## src/rtl/uart_pkg.sv

```systemverilog
// uart_pkg: state encoding and shared defaults for the UART transmit/receive pair
package uart_pkg;
    localparam logic [2:0] IDLE      = 3'd0;
    localparam logic [2:0] START     = 3'd1;
    localparam logic [2:0] DATA      = 3'd2;
    localparam logic [2:0] STOP      = 3'd3;
    localparam logic [2:0] WAIT_HIGH = 3'd4;
    localparam int OVERSAMPLE         = 16;
    localparam int START_MID          = 7;
    localparam int DEF_DATA_BITS      = 8;
    localparam int DEF_STP_BITS_TICKS = 16;
endpackage

```

## src/rtl/uart_rx_sync.sv

```systemverilog
// uart_rx_sync: two-flop synchronizer for an asynchronous, idle-high input
module uart_rx_sync (
    input  logic i_clk,
    input  logic i_reset,
    input  logic i_d,
    output logic o_q
);
    logic meta;
    // resets to the idle-high level so no false edge is seen after reset
    always_ff @(posedge i_clk or posedge i_reset)
        if (i_reset) {o_q, meta} <= 2'b11;
        else         {o_q, meta} <= {meta, i_d};
endmodule

```

## src/rtl/uart_receiver.sv

```systemverilog
// uart_receiver: 16x-oversampled 8N1 deserialiser with framing-error detection
module uart_receiver
    import uart_pkg::*;
#(
    parameter int DATA_BITS      = DEF_DATA_BITS,
    parameter int STP_BITS_TICKS = DEF_STP_BITS_TICKS
) (
    input  logic                 i_clk,
    input  logic                 i_reset,
    input  logic                 i_bd_tick,
    input  logic                 i_rx,
    output logic [DATA_BITS-1:0] o_data,
    output logic                 o_rx_done,
    output logic                 o_frame_err,
    output logic                 o_rx_busy
);
    localparam int CW = (DATA_BITS > 1) ? $clog2(DATA_BITS) : 1;
    logic                 rx_s;
    logic [2:0]           state, state_n;
    logic [3:0]           tick_cnt, tick_n;
    logic [CW-1:0]        data_cnt, dcnt_n;
    logic [DATA_BITS-1:0] shreg, shreg_n, data_n;
    logic                 done_n, ferr_n;

    uart_rx_sync u_sync (
        .i_clk   (i_clk),
        .i_reset (i_reset),
        .i_d     (i_rx),
        .o_q     (rx_s)
    );

    assign o_rx_busy = state != IDLE;

    // registered FSMD state; strobes are registered so they follow the stop sample
    always_ff @(posedge i_clk or posedge i_reset)
        if (i_reset) begin
            state       <= IDLE;
            tick_cnt    <= '0;
            data_cnt    <= '0;
            shreg       <= '0;
            o_data      <= '0;
            o_rx_done   <= 1'b0;
            o_frame_err <= 1'b0;
        end else begin
            state       <= state_n;
            tick_cnt    <= tick_n;
            data_cnt    <= dcnt_n;
            shreg       <= shreg_n;
            o_data      <= data_n;
            o_rx_done   <= done_n;
            o_frame_err <= ferr_n;
        end

    // next-state logic: mid-bit sampling driven by the oversampling tick
    always_comb begin
        state_n = state;
        tick_n  = tick_cnt;
        dcnt_n  = data_cnt;
        shreg_n = shreg;
        data_n  = o_data;
        done_n  = 1'b0;
        ferr_n  = 1'b0;
        case (state)
            IDLE: if (!rx_s) begin
                state_n = START;
                tick_n  = '0;
            end
            START: if (i_bd_tick) begin
                tick_n = tick_cnt + 4'd1;
                if (tick_cnt == 4'(START_MID)) begin
                    state_n = rx_s ? IDLE : DATA;
                    tick_n  = '0;
                    dcnt_n  = '0;
                end
            end
            DATA: if (i_bd_tick) begin
                tick_n = tick_cnt + 4'd1;
                if (tick_cnt == 4'(OVERSAMPLE - 1)) begin
                    shreg_n = {rx_s, shreg[DATA_BITS-1:1]};
                    tick_n  = '0;
                    state_n = (data_cnt == CW'(DATA_BITS - 1)) ? STOP : DATA;
                    dcnt_n  = (data_cnt == CW'(DATA_BITS - 1)) ? data_cnt : data_cnt + CW'(1);
                end
            end
            STOP: if (i_bd_tick) begin
                tick_n = tick_cnt + 4'd1;
                if (tick_cnt == 4'(STP_BITS_TICKS - 1)) begin
                    tick_n  = '0;
                    state_n = rx_s ? IDLE : WAIT_HIGH;
                    data_n  = rx_s ? shreg : o_data;
                    done_n  = rx_s;
                    ferr_n  = !rx_s;
                end
            end
            WAIT_HIGH: if (rx_s) state_n = IDLE;
            default: state_n = IDLE;
        endcase
    end
endmodule

```

## config.mk

```make
export PLATFORM = sky130hd
export DESIGN_NAME = uart_receiver
export DESIGN_NICKNAME = d
export VERILOG_FILES = /design/src/rtl/uart_pkg.sv /design/src/rtl/uart_rx_sync.sv /design/src/rtl/uart_receiver.sv
export SDC_FILE = /design/constraint.sdc
export NUM_CORES = 1
export LEC_CHECK = 0
export ABC_AREA = 1
export CORE_MARGIN = 2
export CORE_UTILIZATION = 35
export DETAILED_ROUTE_END_ITERATION = 6
export PLACE_DENSITY = 0.56
export SLEW_MARGIN = 20
export SYNTH_ARGS = -nofsm -noshare
export SYNTH_HDL_FRONTEND = slang
export SYNTH_SLANG_ARGS = --single-unit
```

## constraint.sdc

```tcl
create_clock -name i_clk -period 4.1 [get_ports i_clk]
set_input_delay 0.82 -clock i_clk [delete_from_list [all_inputs] [get_ports i_clk]]
set_output_delay 0.82 -clock i_clk [all_outputs]
set_load 0.01 [all_outputs]
```

==> qor.txt <==
Routed Wire Length -> 2.62 mm
Critical Path Start Type -> register
Clock tree buffer depth -> 2
Final Util -> 43.0%
Global-route wire length before repair -> 4.92 mm
TritonRoute pass-1 iters -> 4
Vias -> 1099
Total clock buffers created by CTS -> 5
Global-route usage over all layers -> 14.5%
Leak -> 0.817 nW
CORE AREA -> 4030 um2
Vias/cell -> 4.70
Worst reg2reg startpoint -> tick_cnt[0]
Synth Area in Adders -> 2.56%
H-tree levels -> 2
Dpl hpwl -> 1.97 mm
Avg Inst Size Synth -> 8.89 um2
Initial Util -> 36.4%
CTS tree -> yes
Maxcap violations -> 0
Average routed wire per standard cell -> 11.2 um
Port Buf Inserts -> 14
Most frequent cells in the layout -> nand2_1 (49), dfrtp_1 (28), inv_1 (16)
Die width -> 68.7 um
Netlist cell types -> 25
Cell taking the most area after synthesis -> dfrtp_1
Slew @ Worst Pin -> 0.588 ns
Final setup fails -> 0
GP Congestion -> 0.743
DR iter-0 viols -> 71
Antenna-violating nets left -> 0
FF-to-FF path depth -> 6
Initial antenna violation count -> 0
Setup crit end kind -> primary output
Hold Path Depth -> 0
WP data required -> 3.28 ns
Total congestion overflow -> 0
Pwr Density -> 487 nW/um2
Crit path max fanout -> 5
Yosys reg bits -> 30
Post-synth top area share -> 47.8%
Critical hold path startpoint -> u_sync.meta
Diode count -> 0
Reg-to-reg endpoint -> o_data[7]
Post-Syn Instances -> 165
Final nets -> 190
Die area -> 4720 um2
Ys Warns -> 0
Post-synthesis simple-gate area fraction -> 27.8%
Number of global-route vias before repair -> 1116
Clock slew at reported path FFs -> 0.06 ns
Sink Count -> 30
Syn_nets -> 172
Clock Latency Late Sink -> 0.28 ns
I/O pin total -> 15
XOR/XNOR share of the synthesized area -> 1.19%
Complex-gate fraction of the synthesized area -> 9.56%
Setup CP Type -> register to primary output
Share of post-route cells with drive strength above 1 -> 19.0%
Hold EP -> u_sync.o_q
WP data arrival -> 1.55 ns
CTS root buf -> clkbuf_8
Setup repair after global routing missed its margin -> false
Synth-to-layout area growth -> 18.2%
Final period utilization -> 57.8%
Final Critical Period -> 2.37 ns
Largest family of logic cells by synthesized area -> simple AND/OR/NAND/NOR gates
Commonest non-fill, non-tap cell in the layout -> nand2_1
Relative slew slack -> 60.7%
Status -> complete, no violations
Hold Vio Cnt, Final -> 0
Remaining routing DRC violations -> 0
Worst-case clock skew -> 0.00677 ns
Hold-fix buffers, CTS -> 0
Synth Cell Area -> 1470 um2
Post-CTS Setup Repair Bufs -> 0
Setup TNS -> 0 ns
Fmax -> 422 MHz
Row cnt -> 23
R2r setup slk -> 2.64 ns
Post_cts resized -> 0
Mux cell area share after synthesis -> 0%
Die Y-Extent -> 68.7 um
HP Class -> register to register
Max Slew Vio Count -> 0
Worst VDD drop -> 0.221 mV
Pin count of the biggest net entering global routing -> 31
Ranking of synthesized cells by area -> dfrtp_1 (48%), nand2_1 (13%), o21ai_2 (4.8%)
Seq/Total Area, Yosys -> 51.4%
synth_stat cells, drive strengths merged:
library cell and instances:
nand3 13, dfrtp 28, xor2 1, xnor2 1, a21oi 1, buf 3, nand3b 1, nand2 52
nor2 12, dfstp 2, nand4 5, o21ai 21, ha 3, inv 22
cell families (layout without fill, tap and decap cells):
logic type                 count (synthesis)  in the layout
AOI/OAI and AO/OA                         22             22
xor gates and xnor gates                   2              2
adders and majority gates                  3              3
buffers and inverters                     25             44
DFF                                       30             30
and+or+nand+nor                           83             83
report_power, final:
part	internal (W)	switching, W	total [W]	leakage [nW]
Combinational	0.0000852	0.000165	0.000250	0.362
Sequential	0.000325	0.0000347	0.000359	0.407
Clock	0.000135	0.0000990	0.000234	0.0482
layout make-up:
cell class | count | area [um2]
fill | 398 | 2300
sequential | 30 | 753
multi-input combinational | 110 | 603
timing repair buffer | 14 | 140
clock buffer | 7 | 86.3
inverter | 22 | 82.6
tap | 50 | 62.6
clock inverter | 1 | 5.00
how the worst max path moves through the flow:
| stage | startpoint | to | slack [ns] | cells past startpoint |
|---|---|---|---|---|
| after floorplan | state[0] | o_rx_busy | 2.56 | 2 |
| after global placement | i_bd_tick | o_data[7] | 1.92 | 6 |
| after detailed placement | i_bd_tick | o_data[4] | 1.91 | 6 |
| after CTS | state[0] | o_rx_busy | 1.72 | 3 |
| after global routing | state[0] | o_rx_busy | 1.58 | 3 |
| final | state[0] | o_rx_busy | 1.73 | 3 |
worst max-delay path, stage by stage (launching register included):
cell and delay [ns]:
dfrtp_1 0.45, nor2_2 0.23, nand2_1 0.10, clkdlybuf4s50_1 0.48
layer usage:
layer / vias to the layer above / share of wire (%) / global-route usage (%)
met5: - / 0 / 0
met4: 0 / 2.4 / 7.84
met3: 7 / 5.1 / 4.55
met2: 26 / 47 / 23.0
met1: 506 / 45 / 17.6
li1: 560 / - / -
through the flow:
stage	power [W]	instances	setup slack, ns	hold slack, ns	cell area (um2)
final	0.000843	234	1.73	0.357	1730
after global routing	0.000920	234	1.58	0.368	1730
after CTS	0.000856	234	1.72	0.358	1730
after detailed placement	0.000614	226	1.91	0.348	1640
after global placement	0.000605	226	1.92	0.348	1640
after floorplan	0.000551	165	2.56	0.345	1470
flip-flops by register name, indices dropped and copies added (netlist names):
name         cells
data_cnt         3
shreg            8
u_sync.o_q       1
o_frame_err      1
tick_cnt         4
state            3
u_sync.meta      1
o_data           8
o_rx_done        1
(Power assumes the default switching activity.)
